`src/rtl/tipi_mailbox_pkg.sv`:
```
// tipi_pkg: constants and types shared by the TIPI mailbox files.
//   TIPI_WR_TOP / TIPI_RD_TOP : default channel-0 addresses. Each further
//                               channel sits 4 bytes lower.
//   CRU_PREFIX                : high nibble of every CRU address (0x1n00).
//   CRU_DSR_EN / CRU_RPI_RST  : named CRU control bit positions.
//   ser_state_e               : serial frame port states.
package tipi_pkg;

  localparam logic [15:0] TIPI_WR_TOP = 16'h5FFF;
  localparam logic [15:0] TIPI_RD_TOP = 16'h5FFB;
  localparam logic [3:0]  CRU_PREFIX  = 4'h1;
  localparam int          CRU_DSR_EN  = 0;
  localparam int          CRU_RPI_RST = 1;

  typedef enum logic {
    SER_SHIFT  = 1'b0,
    SER_COMMIT = 1'b1
  } ser_state_e;

  // Address of mailbox channel idx, counting down from top in steps of 4.
  function automatic logic [15:0] chan_addr(input logic [15:0] top, input int idx);
    return top - 16'(4 * idx);
  endfunction

endpackage

```
`src/rtl/tipi_mailbox_if.sv`:
```
// tipi_mailbox_if: TI-99/4A bus and RPi serial link signals.
//   TI side : ti_a[0:15] (bit 0 = MSB), ti_data[0:7], ti_memen/ti_we/ti_cruclk
//             (active low), ti_dbin (active high), ti_dout[0:7] and
//             ti_dbus_oe (active low) back toward the bus transmitter.
//   RPi side: rpi_sclk, rpi_sdata (MSB first), rpi_le (frame commit).
//   master = bus/RPi driver, slave = mailbox.
interface tipi_mailbox_if;

  logic [0:15] ti_a;
  logic [0:7]  ti_data;
  logic        ti_memen;
  logic        ti_we;
  logic        ti_dbin;
  logic        ti_cruclk;
  logic [0:7]  ti_dout;
  logic        ti_dbus_oe;
  logic        rpi_sclk;
  logic        rpi_sdata;
  logic        rpi_le;

  modport master (
    output ti_a, ti_data, ti_memen, ti_we, ti_dbin, ti_cruclk,
    output rpi_sclk, rpi_sdata, rpi_le,
    input  ti_dout, ti_dbus_oe
  );

  modport slave (
    input  ti_a, ti_data, ti_memen, ti_we, ti_dbin, ti_cruclk,
    input  rpi_sclk, rpi_sdata, rpi_le,
    output ti_dout, ti_dbus_oe
  );

endinterface

```
`src/rtl/tipi_mailbox_sync_edge.sv`:
```
// sync_edge: two-flop synchroniser for an asynchronous level, plus a third
// flop used to produce single-cycle rise/fall pulses.
//   clk, rst : clock, async active-high reset (flops reset to RST_VAL)
//   d        : asynchronous input
//   q        : synchronised level
//   rise     : one-cycle pulse when q goes 0->1
//   fall     : one-cycle pulse when q goes 1->0
module sync_edge #(
  parameter logic RST_VAL = 1'b0
) (
  input  logic clk,
  input  logic rst,
  input  logic d,
  output logic q,
  output logic rise,
  output logic fall
);

  logic [2:0] sync_q, sync_d;

  always_comb begin
    sync_d = {sync_q[1:0], d};
  end

  always_ff @(posedge clk or posedge rst) begin
    if (rst) sync_q <= {3{RST_VAL}};
    else     sync_q <= sync_d;
  end

  assign q    = sync_q[1];
  assign rise =  sync_q[1] & ~sync_q[2];
  assign fall = ~sync_q[1] &  sync_q[2];

endmodule

```
`src/rtl/tipi_mailbox.sv`:
```
// tipi_mailbox: NCH byte mailboxes in each direction between the TI-99/4A
// memory bus and the Raspberry Pi, plus a CRU_BITS-wide CRU control register.
//   clk, rst   : system clock, async active-high reset
//   bus        : TI bus + RPi serial link (tipi_mailbox_if.slave)
//   cru_base   : CRU base nibble n of 0x1n00
//   td_regs    : TI->RPi registers, channel 0 in the LSBs
//   td_strobe  : one-cycle pulse per completed TI write, per channel
//   cru_state  : CRU bits, bit 0 = DSR enable
//   rpi_reset  : inverse of CRU bit 1
//   frame_err  : sticky serial frame error, cleared by the next good frame
//
// Serial port FSM:
//   state      | meaning
//   SER_SHIFT  | shift bits in on sclk rises; le rise moves to commit
//   SER_COMMIT | check the frame, write rd[channel] or flag error, clear count
module tipi_mailbox
  import tipi_pkg::*;
#(
  parameter int          NCH      = 2,
  parameter int          DW       = 8,
  parameter int          CHW      = 3,
  parameter int          CRU_BITS = 4,
  parameter logic [15:0] WR_TOP   = TIPI_WR_TOP,
  parameter logic [15:0] RD_TOP   = TIPI_RD_TOP
) (
  input  logic                clk,
  input  logic                rst,
  tipi_mailbox_if.slave       bus,
  input  logic [3:0]          cru_base,
  output logic [NCH*DW-1:0]   td_regs,
  output logic [NCH-1:0]      td_strobe,
  output logic [CRU_BITS-1:0] cru_state,
  output logic                rpi_reset,
  output logic                frame_err
);

  localparam int FW = CHW + DW;
  localparam int CW = $clog2(FW + 2);
  localparam logic [CW-1:0] CNT_FULL = CW'(FW);
  localparam logic [CW-1:0] CNT_SAT  = CW'(FW + 1);

  // ---------------------------------------------------------------- syncs
  logic we_s, we_rise, we_fall;
  logic memen_s, memen_rise, memen_fall;
  logic cruclk_s, cruclk_rise, cruclk_fall;
  logic sclk_s, sclk_rise, sclk_fall;
  logic le_s, le_rise, le_fall;

  sync_edge #(.RST_VAL(1'b1)) u_sync_we (
    .clk(clk), .rst(rst), .d(bus.ti_we),
    .q(we_s), .rise(we_rise), .fall(we_fall)
  );
  sync_edge #(.RST_VAL(1'b1)) u_sync_memen (
    .clk(clk), .rst(rst), .d(bus.ti_memen),
    .q(memen_s), .rise(memen_rise), .fall(memen_fall)
  );
  sync_edge #(.RST_VAL(1'b1)) u_sync_cruclk (
    .clk(clk), .rst(rst), .d(bus.ti_cruclk),
    .q(cruclk_s), .rise(cruclk_rise), .fall(cruclk_fall)
  );
  sync_edge #(.RST_VAL(1'b0)) u_sync_sclk (
    .clk(clk), .rst(rst), .d(bus.rpi_sclk),
    .q(sclk_s), .rise(sclk_rise), .fall(sclk_fall)
  );
  sync_edge #(.RST_VAL(1'b0)) u_sync_le (
    .clk(clk), .rst(rst), .d(bus.rpi_le),
    .q(le_s), .rise(le_rise), .fall(le_fall)
  );

  logic unused_sync;
  assign unused_sync = ^{we_fall, memen_rise, memen_fall, cruclk_s, cruclk_rise,
                         sclk_s, sclk_fall, le_s, le_fall};

  // ---------------------------------------------------------------- state
  logic [DW-1:0]       td_q [NCH];
  logic [DW-1:0]       td_d [NCH];
  logic [DW-1:0]       rd_q [NCH];
  logic [DW-1:0]       rd_d [NCH];
  logic [NCH-1:0]      pend_q, pend_d;
  logic [NCH-1:0]      strobe_q, strobe_d;
  logic [CRU_BITS-1:0] cru_q, cru_d;
  logic [FW-1:0]       sh_q, sh_d;
  logic [CW-1:0]       cnt_q, cnt_d;
  logic                ferr_q, ferr_d;
  ser_state_e          state_q, state_d;

  // ---------------------------------------------------------------- decode
  logic           wr_access, rd_access;
  logic [NCH-1:0] wr_hit, rd_hit;

  // Writes use the synchronised strobes; reads stay raw so ti_dout meets
  // the TI bus read timing.
  assign wr_access = ~we_s & ~memen_s & cru_q[CRU_DSR_EN];
  assign rd_access = cru_q[CRU_DSR_EN] & ~bus.ti_memen & bus.ti_dbin;

  always_comb begin
    wr_hit = '0;
    rd_hit = '0;
    for (int i = 0; i < NCH; i++) begin
      wr_hit[i] = wr_access & (bus.ti_a == chan_addr(WR_TOP, i));
      rd_hit[i] = rd_access & (bus.ti_a == chan_addr(RD_TOP, i));
    end
  end

  // ---------------------------------------------------------------- TI write
  // A channel is pending once it has seen a write cycle; the synced we rise
  // that ends the cycle turns the pending flag into a registered strobe.
  always_comb begin
    td_d     = td_q;
    pend_d   = pend_q;
    strobe_d = '0;
    for (int i = 0; i < NCH; i++) begin
      if (wr_hit[i]) td_d[i] = DW'(bus.ti_data);
      if (we_rise) begin
        strobe_d[i] = pend_q[i];
        pend_d[i]   = 1'b0;
      end else if (wr_hit[i]) begin
        pend_d[i] = 1'b1;
      end
    end
  end

  // ---------------------------------------------------------------- TI read
  // oe depends only on the decode, never on rd contents, so a commit into
  // the register being read can change ti_dout but not ti_dbus_oe.
  logic [7:0] dout_c;
  logic       oe_c;

  always_comb begin
    dout_c = '0;
    oe_c   = 1'b1;
    for (int i = 0; i < NCH; i++) begin
      if (rd_hit[i]) begin
        dout_c = dout_c | 8'(rd_q[i]);
        oe_c   = 1'b0;
      end
    end
  end

  assign bus.ti_dout    = dout_c;
  assign bus.ti_dbus_oe = oe_c;

  // ---------------------------------------------------------------- CRU
  logic [6:0] cru_idx;

  always_comb begin
    cru_d   = cru_q;
    cru_idx = bus.ti_a[8:14];
    if (cruclk_fall && (bus.ti_a[0:3] == CRU_PREFIX) && (bus.ti_a[4:7] == cru_base)) begin
      for (int j = 0; j < CRU_BITS; j++) begin
        if (cru_idx == 7'(j)) cru_d[j] = bus.ti_a[15];
      end
    end
  end

  // ---------------------------------------------------------------- serial
  logic [CHW-1:0] ser_chan;
  logic [DW-1:0]  ser_data;

  assign ser_chan = sh_q[FW-1:DW];
  assign ser_data = sh_q[DW-1:0];

  always_comb begin
    state_d = state_q;
    sh_d    = sh_q;
    cnt_d   = cnt_q;
    ferr_d  = ferr_q;
    rd_d    = rd_q;
    case (state_q)
      SER_SHIFT: begin
        // A shift in the le-rise cycle lands before the commit looks at it.
        if (sclk_rise) begin
          sh_d = {sh_q[FW-2:0], bus.rpi_sdata};
          if (cnt_q != CNT_SAT) cnt_d = cnt_q + CW'(1);
        end
        if (le_rise) state_d = SER_COMMIT;
      end
      SER_COMMIT: begin
        if ((cnt_q == CNT_FULL) && (int'(ser_chan) < NCH)) begin
          for (int i = 0; i < NCH; i++) begin
            if (int'(ser_chan) == i) rd_d[i] = ser_data;
          end
          ferr_d = 1'b0;
        end else begin
          ferr_d = 1'b1;
        end
        cnt_d   = '0;
        state_d = SER_SHIFT;
        // An sclk rise here already belongs to the next frame.
        if (sclk_rise) begin
          sh_d  = {sh_q[FW-2:0], bus.rpi_sdata};
          cnt_d = CW'(1);
        end
      end
      default: state_d = SER_SHIFT;
    endcase
  end

  // ---------------------------------------------------------------- flops
  always_ff @(posedge clk or posedge rst) begin
    if (rst) begin
      for (int i = 0; i < NCH; i++) begin
        td_q[i] <= '0;
        rd_q[i] <= '0;
      end
      pend_q   <= '0;
      strobe_q <= '0;
      cru_q    <= '0;
      sh_q     <= '0;
      cnt_q    <= '0;
      ferr_q   <= 1'b0;
      state_q  <= SER_SHIFT;
    end else begin
      td_q     <= td_d;
      rd_q     <= rd_d;
      pend_q   <= pend_d;
      strobe_q <= strobe_d;
      cru_q    <= cru_d;
      sh_q     <= sh_d;
      cnt_q    <= cnt_d;
      ferr_q   <= ferr_d;
      state_q  <= state_d;
    end
  end

  // ---------------------------------------------------------------- outputs
  always_comb begin
    td_regs = '0;
    for (int i = 0; i < NCH; i++) td_regs[i*DW +: DW] = td_q[i];
  end

  assign td_strobe = strobe_q;
  assign cru_state = cru_q;
  assign frame_err = ferr_q;

  generate
    if (CRU_BITS > CRU_RPI_RST) begin : g_rpi_rst
      assign rpi_reset = ~cru_q[CRU_RPI_RST];
    end else begin : g_no_rpi_rst
      assign rpi_reset = 1'b1;
    end
  endgenerate

endmodule

```
`src/flat_wrapper.sv`:
```
// flat-port wrapper written by rule: the top's interface ports become plain ports
module tipi_mailbox_flat import tipi_pkg::*;
#(
  parameter int          NCH      = 2,
  parameter int          DW       = 8,
  parameter int          CHW      = 3,
  parameter int          CRU_BITS = 4,
  parameter logic [15:0] WR_TOP   = TIPI_WR_TOP,
  parameter logic [15:0] RD_TOP   = TIPI_RD_TOP
)
  (clk, rst, cru_base, td_regs, td_strobe, cru_state, rpi_reset, frame_err, bus_ti_a, bus_ti_data, bus_ti_memen, bus_ti_we, bus_ti_dbin, bus_ti_cruclk, bus_rpi_sclk, bus_rpi_sdata, bus_rpi_le, bus_ti_dout, bus_ti_dbus_oe);
  tipi_mailbox_if bus_i ();
  input  logic clk;
  input  logic rst;
  input  logic [3:0] cru_base;
  output logic [NCH*DW-1:0] td_regs;
  output logic [NCH-1:0] td_strobe;
  output logic [CRU_BITS-1:0] cru_state;
  output logic rpi_reset;
  output logic frame_err;
  input wire logic [$bits(bus_i.ti_a)-1:0] bus_ti_a;
  input wire logic [$bits(bus_i.ti_data)-1:0] bus_ti_data;
  input wire logic [$bits(bus_i.ti_memen)-1:0] bus_ti_memen;
  input wire logic [$bits(bus_i.ti_we)-1:0] bus_ti_we;
  input wire logic [$bits(bus_i.ti_dbin)-1:0] bus_ti_dbin;
  input wire logic [$bits(bus_i.ti_cruclk)-1:0] bus_ti_cruclk;
  input wire logic [$bits(bus_i.rpi_sclk)-1:0] bus_rpi_sclk;
  input wire logic [$bits(bus_i.rpi_sdata)-1:0] bus_rpi_sdata;
  input wire logic [$bits(bus_i.rpi_le)-1:0] bus_rpi_le;
  output wire logic [$bits(bus_i.ti_dout)-1:0] bus_ti_dout;
  output wire logic [$bits(bus_i.ti_dbus_oe)-1:0] bus_ti_dbus_oe;
  assign bus_i.ti_a = bus_ti_a;
  assign bus_i.ti_data = bus_ti_data;
  assign bus_i.ti_memen = bus_ti_memen;
  assign bus_i.ti_we = bus_ti_we;
  assign bus_i.ti_dbin = bus_ti_dbin;
  assign bus_i.ti_cruclk = bus_ti_cruclk;
  assign bus_i.rpi_sclk = bus_rpi_sclk;
  assign bus_i.rpi_sdata = bus_rpi_sdata;
  assign bus_i.rpi_le = bus_rpi_le;
  assign bus_ti_dout = bus_i.ti_dout;
  assign bus_ti_dbus_oe = bus_i.ti_dbus_oe;
  tipi_mailbox #(.NCH(NCH), .DW(DW), .CHW(CHW), .CRU_BITS(CRU_BITS), .WR_TOP(WR_TOP), .RD_TOP(RD_TOP)) u_core (.clk(clk), .rst(rst), .bus(bus_i), .cru_base(cru_base), .td_regs(td_regs), .td_strobe(td_strobe), .cru_state(cru_state), .rpi_reset(rpi_reset), .frame_err(frame_err));
endmodule
```
`config.mk`:
```
export PLATFORM = sky130hd
export DESIGN_NAME = tipi_mailbox_flat
export DESIGN_NICKNAME = d
export VERILOG_FILES = /design/src/rtl/tipi_mailbox_pkg.sv /design/src/rtl/tipi_mailbox_if.sv /design/src/rtl/tipi_mailbox_sync_edge.sv /design/src/rtl/tipi_mailbox.sv /design/src/flat_wrapper.sv
export SDC_FILE = /design/constraint.sdc
export NUM_CORES = 1
export LEC_CHECK = 0
export ABC_AREA = 0
export BUFFER_PORTS_ARGS = -buffer_cell sky130_fd_sc_hd__buf_2
export CAP_MARGIN = 0
export CORE_MARGIN = 5
export CORE_UTILIZATION = 40
export DETAILED_ROUTE_END_ITERATION = 8
export PLACE_DENSITY = 0.75
export SYNTH_ARGS = -nofsm -noshare
export SYNTH_HDL_FRONTEND = slang
export SYNTH_SLANG_ARGS = --single-unit
```
`constraint.sdc`:
```
create_clock -name clk -period 2.65 [get_ports clk]
set_clock_uncertainty 0.1 [all_clocks]
set_input_delay 0.265 -clock clk [delete_from_list [all_inputs] [get_ports clk]]
set_output_delay 0.265 -clock clk [all_outputs]
set_load 0.02 [all_outputs]
```
* Word-level counts from Yosys, hierarchy flattened
Index checks and enable logic that the tools add are counted.
Word-level totals: flip-flop bits (word level) 71, input bits 37, output and inout bits 33, word-level logic and storage cells 89
Operators by class: $add $sub $neg 1, $lt $le $gt $ge 1, equality and inequality tests 13, mux-type cells 18, bitwise logic cells 22, reductions and logical operators 14
Operators by type and width (number):
- == test 16 x 15 -> 1 bit (second input constant) | 3
- two-way mux 8 bit | 2
- == test 7 x 2 -> 1 bit (second input constant) | 2
- bitwise AND 1 bit | 12
- two-way mux 1 bit | 11
- two-way mux 11 bit | 1
- AND reduction 2 bit | 5
- NOT 1 bit | 9
- two-way mux 4 bit | 2
- OR 8 bit | 1
- case mux 4 bit (2 select lines) | 1
- == test 7 x 1 -> 1 bit (second input constant) | 1
- zero test 7 bit | 1
- AND reduction 3 bit | 2
- adder 4 x 1 -> 4 bit (second input constant) | 1
- == test 4 x 1 -> 1 bit (second input constant) | 1
- == test 4 bit | 1
- == test 4 bit (second input constant) | 1
- != test 2 x 1 -> 1 bit (second input constant) | 2
- != test 4 bit (second input constant) | 1
- nonzero test 2 bit | 2
- == test 3 x 2 -> 1 bit (second input constant) | 1
- logical AND 1 bit | 3
- zero test 3 bit | 1
- other kinds (2) | 2

* Longest topological paths before layout
depth after elaboration 7, gate-level depth with buffers 6, depth with buffers taken out 6

* Modules after synthesis
Synthesis repeated with hierarchy kept, for this count alone.
Unflattened totals: cells, all modules 223, area total of the unflattened synthesis 2962.8 µm²
By module, submodules not included:
- tipi_mailbox | instances 1, cells each 193, area an instance 2482.4 µm², sequential area each 1426.4 µm²
- sync_edge at u_core.u_sync_cruclk ... | instances 3, cells each 6, area an instance 97.6 µm², sequential area each 78.8 µm²
- sync_edge at u_core.u_sync_le ... | instances 2, cells each 6, area an instance 93.8 µm², sequential area each 75.1 µm²

* Least setup slack after synthesis
Ideal clock, no wire load.
path type register to output, from register u_core.cru_q[0] (netlist: u_core.cru_state[0]), to output bus_ti_dout[0], arrival time 1559 ps, data required time 2285 ps, slack 726 ps, cell stages (with the launch flop) 6, buffers on the path 1, cell sequence dfrtp_1 -> nand3_1 -> nor4_1 -> and3_1 -> clkbuf_1 -> a22o_1
Between the ends: cells in the longest elaborated chain, start to end 6, elaborated cells between the ends (all ways) 7, those cells by class 2 x mux; 5 x bitwise
RTL lines:
- from (decl) | line tipi_mailbox.sv:81 | logic [CRU_BITS-1:0] cru_q, cru_d;
- from (signal assigned) | line tipi_mailbox.sv:218 | cru_q <= cru_d;
- bitwise AND 1 bit * (2 in a row) | line tipi_mailbox.sv:94 | assign rd_access = cru_q[CRU_DSR_EN] & ~bus.ti_memen & bus.ti_dbin;
- bitwise AND 1 bit | line tipi_mailbox.sv:101 | rd_hit[i] = rd_access & (bus.ti_a == chan_addr(RD_TOP, i));
- two-way mux 8 bit | line tipi_mailbox.sv:133 | if (rd_hit[i]) begin
- OR 8 bit | line tipi_mailbox.sv:134 | dout_c = dout_c | 8'(rd_q[i]);
- two-way mux 8 bit * | line tipi_mailbox.sv:133
- to (decl) | line flat_wrapper.sv:30 | output wire logic [$bits(bus_i.ti_dout)-1:0] bus_ti_dout;
Every way passes the cells marked *; elsewhere a longest branch is shown, timed or not.

* Worst setup path after layout
from register u_core.cru_q[0] (netlist: u_core.cru_state[0]), to output bus_ti_dout[7]
Same word-level chain as after synthesis.

==> impl_metrics.prom <==
# TYPE chip_impl_metric gauge
chip_impl_metric{name="grt.total_usage",unit="%"} 14.6
chip_impl_metric{name="tightest_pin_transition",unit="ns"} 0.693
chip_impl_metric{name="clkSinkCount",unit=""} 71
chip_impl_metric{name="initial_core_util",unit="%"} 41.6
chip_impl_metric{name="clkTransAtPathRegs",unit="ns"} 0.08
chip_impl_metric{name="floorplan.io_pins",unit=""} 70
chip_impl_metric{name="initialDrtViolationCount",unit=""} 83
chip_impl_info{name="dominantRegCellSynth",value="dfrtp_1"} 1
chip_impl_metric{name="post_cts_buffers",unit=""} 0
chip_impl_info{name="critical_path.startpoint",value="u_core.cru_state[0]$_DFFE_PP0P_"} 1
chip_impl_metric{name="count_of_flip_flops_with_a_built_in_enable_after_synthesis",unit=""} 0
chip_impl_metric{name="placement_rows",unit=""} 30
chip_impl_metric{name="critical_path_peak_fanout",unit=""} 9
chip_impl_metric{name="grt_overflow",unit=""} 0
chip_impl_metric{name="timing.final.crit_period",unit="ns"} 2.39
chip_impl_metric{name="totalNegativeSetupSlack",unit="ns"} 0
chip_impl_metric{name="synth.avg_cell_area",unit="um^2"} 13.1
chip_impl_metric{name="floorplan.core_area",unit="mm^2"} 0.00687
chip_impl_metric{name="wl_cell",unit="um"} 14.5
chip_impl_metric{name="syn2layout_area_growth",unit="%"} 27.2
chip_impl_metric{name="nets",unit=""} 342
chip_impl_metric{name="dp.cells",unit=""} 381
chip_impl_metric{name="finalWeightedCongestion",unit=""} 0.747
chip_impl_metric{name="die-height",unit="um"} 94.5
chip_impl_metric{name="maximum_number_of_pins_on_one_net_before_global_route_repair",unit=""} 72
chip_impl_metric{name="asyncSetResetFlopFracSynth",unit="%"} 100
chip_impl_metric{name="ys_warn_count",unit=""} 0
chip_impl_metric{name="power_density",unit="mW/mm^2"} 635
chip_impl_metric{name="chipWidth",unit="um"} 94.5
chip_impl_metric{name="fin_worst_hold_slack",unit="ns"} 0.0521
chip_impl_metric{name="multi_input_area",unit="mm^2"} 0.00102
chip_impl_info{name="grt_setup_unrepaired",value="false"} 1
chip_impl_metric{name="area.sequential",unit="mm^2"} 0.00179
chip_impl_metric{name="route.final.wire_length",unit="um"} 5860
chip_impl_metric{name="slew-limit-headroom",unit="%"} 53.7
chip_impl_metric{name="finalCritPeriodShare",unit="%"} 90.4
chip_impl_metric{name="tot_pwr",unit="uW"} 2310
chip_impl_metric{name="num_vias",unit=""} 1982
chip_impl_metric{name="vdd_ir_drop_max",unit="mV"} 0.381
chip_impl_metric{name="route.detailed.vias_per_inst",unit=""} 4.91
chip_impl_metric{name="n_antenna_cell",unit=""} 0
chip_impl_metric{name="cts_buffer_depth",unit=""} 2
chip_impl_metric{name="worstSkewPairLatency",unit="ns"} 0.34
chip_impl_metric{name="fillCellCount",unit=""} 614
chip_impl_metric{name="antenna_found_initial",unit=""} 0
chip_impl_info{name="r2r-start",value="u_core.cnt_q[0]$_DFFE_PP0P_"} 1
chip_impl_metric{name="maxCapViolations",unit=""} 0
chip_impl_info{name="tritoncts",value="done"} 1
chip_impl_metric{name="postSynthCellCount",unit=""} 218
chip_impl_metric{name="finish.utilization",unit="%"} 52.9
chip_impl_metric{name="yosys.cell_types.count",unit=""} 38
chip_impl_metric{name="tritoncts.num_buffers",unit=""} 9
chip_impl_metric{name="dieArea",unit="mm^2"} 0.00893
chip_impl_metric{name="leakage",unit="uW"} 0.00186
chip_impl_info{name="outcome",value="finished clean"} 1
chip_impl_metric{name="number_of_global_route_vias_before_repair",unit=""} 2120
chip_impl_metric{name="drc",unit=""} 0
chip_impl_metric{name="synth.cell_area",unit="mm^2"} 0.00286
chip_impl_info{name="cts-root-buf",value="clkbuf_8"} 1
chip_impl_info{name="holdCritStartpoint",value="bus_ti_data[0]"} 1
chip_impl_metric{name="grt_pass1_wl",unit="um"} 9930
chip_impl_metric{name="postRouteAntennaNets",unit=""} 0
chip_impl_info{name="crit_path_start_kind",value="register"} 1
chip_impl_metric{name="ys_seq_area_share",unit="%"} 62.5
chip_impl_metric{name="flop_and_latch_count_out_of_synthesis",unit=""} 71
chip_impl_metric{name="timing.critical_path.arrival",unit="ns"} 2.03
chip_impl_metric{name="timing.final.setup_violations",unit=""} 0
chip_impl_metric{name="synth_fp_nets",unit=""} 257
chip_impl_metric{name="finalHoldViolCount",unit=""} 0
chip_impl_metric{name="stdcell_count",unit=""} 404
chip_impl_metric{name="port_buffers",unit=""} 69
chip_impl_info{name="path_class",value="reg2out"} 1
chip_impl_metric{name="slew_violations",unit=""} 0
chip_impl_metric{name="detailedPlacementHpwl",unit="um"} 4100
chip_impl_info{name="hold_path.class",value="in2reg"} 1
chip_impl_info{name="end_kind",value="primary output"} 1
chip_impl_metric{name="clock_tree.htree_level_count",unit=""} 3
chip_impl_metric{name="dr.pass1.iters",unit=""} 4
chip_impl_metric{name="drive_above_1_share",unit="%"} 45.5
chip_impl_metric{name="worst_ep_required_time",unit="ns"} 2.29
chip_impl_metric{name="max_freq",unit="MHz"} 418
==> kinds of logic after synthesis <==
family          share of synthesized area (%)
fa+ha+maj                               0.876
simple gates                             14.9
mux                                      14.2
buf+inv                                  1.75
compound gates                           4.20
flops                                    62.5
xor+xnor                                 1.53
==> through the flow <==
step	cell area (um^2)	worst slack (ns)
detailed placement	3340	0.508
finish	3630	0.255
global placement	3340	0.533
CTS	3630	0.209
floorplan	2860	0.502
global route	3630	0.120
==> per-layer routing <==
metal,track usage [%],up-vias,wire (um)
met5,0,-,0
met2,23.2,62,2730
met1,17.8,973,2570
met4,5.29,0,88
li1,-,939,-
met3,6.29,8,468
==> registers in the layout, summed over array words and instances, names as in the netlist <==
| name | flops |
|---|---|
| u_core.cnt_q | 4 |
| u_core.cru_state | 4 |
| u_core.frame_err | 1 |
| u_core.pend_q | 2 |
| u_core.rd_q | 16 |
| u_core.sh_q | 11 |
| u_core.state_q | 1 |
| u_core.td_regs | 16 |
| u_core.td_strobe | 2 |
| u_core.u_sync_cruclk.sync_q | 3 |
| u_core.u_sync_le.sync_q | 3 |
| u_core.u_sync_memen.sync_q | 2 |
| u_core.u_sync_sclk.sync_q | 3 |
| u_core.u_sync_we.sync_q | 3 |
==> report_power, final <==
part / internal [uW] / switching [uW]
sequential: 1140 / 45.0
clock: 541 / 433
combinational: 66.0 / 82.0
total: 1750 / 560
==> Yosys cell counts, drive strengths merged (2+ instances only) <==
cell type / count / share of area (%)
dfstp: 8 / 7.4
mux2: 36 / 14
clkbuf: 4 / 0.53
and2: 2 / 0.44
nor2b: 3 / 0.66
inv: 8 / 1.1
o21ai: 3 / 0.53
nor2: 6 / 0.88
a21oi: 4 / 0.70
nand2: 33 / 4.3
nand3: 6 / 1.2
nand3b: 2 / 0.53
xnor2: 4 / 1.2
nand4: 6 / 2.1
nor4b: 2 / 0.61
a22o: 8 / 2.5
nor4: 6 / 2.1
ha: 2 / 0.88
dfrtp: 63 / 55
==> what timing repair did <==
| item | in CTS | in global routing |
|---|---|---|
| hold endpoints to repair | 69 | 0 |
| resized for setup | 0 | 0 |
| hold buffers | 7 | 0 |
==> cells in the final DEF (no fill, tap or decap), types with 2 or more instances in the layout <==
master | netlist | routed
dfstp_2 | 8 | 8
nand3_1 | 5 | 5
o21ai_0 | 3 | 3
inv_1 | 8 | 7
bufinv_16 | 0 | 2
buf_2 | 1 | 69
nor2b_1 | 3 | 3
a22o_1 | 8 | 8
nor4b_1 | 2 | 2
nor2_1 | 5 | 5
nand3b_1 | 2 | 2
nand4_1 | 4 | 4
xnor2_1 | 4 | 4
dfrtp_1 | 63 | 63
inv_6 | 0 | 3
buf_4 | 0 | 2
ha_1 | 2 | 2
and2_1 | 2 | 2
clkbuf_8 | 0 | 9
nand2_1 | 33 | 33
dlygate4sd3_1 | 0 | 7
nor4_1 | 4 | 4
mux2_2 | 35 | 35
a21oi_1 | 4 | 4
==> worst max-delay path: stages, from the launching register on <==
cell and delay [ns]:
dfrtp_1 0.38, nand3_1 0.19, nor4_1 0.26, and3_1 0.48, a22o_1 0.21, buf_2 0.17
==> worst paths after layout <==
| kind | slack (ns) | endpoint | cells after the start |
|---|---|---|---|
| setup / recovery | 0.26 | bus_ti_dout[7] | 5 |
| hold / removal | 0.05 | u_core.td_regs[0]$_DFFE_PP0P_ | 2 |
| setup reg to reg | 0.66 | u_core.rd_q[11]$_DFFE_PP0P_ | 5 |
| hold reg to reg | 0.25 | u_core.u_sync_cruclk.sync_q[1]$_DFF_PP1_ | 0 |
| max in group asynchronous | 1.68 | u_core.u_sync_we.sync_q[0]$_DFF_PP1_ | 4 |
| min in group asynchronous | 0.43 | u_core.cru_state[2]$_DFFE_PP0P_ | 4 |
==> cell type report <==
cell class,count,share of cell area (%)
Sequential cell,71,49.2
Multi-Input combinational cell,134,28.1
Timing Repair Buffer,79,12.4
Clock buffer,9,3.41
Tap cell,96,3.30
Clock inverter,7,2.82
Inverter,8,0.826
(Power assumes the default switching activity.)
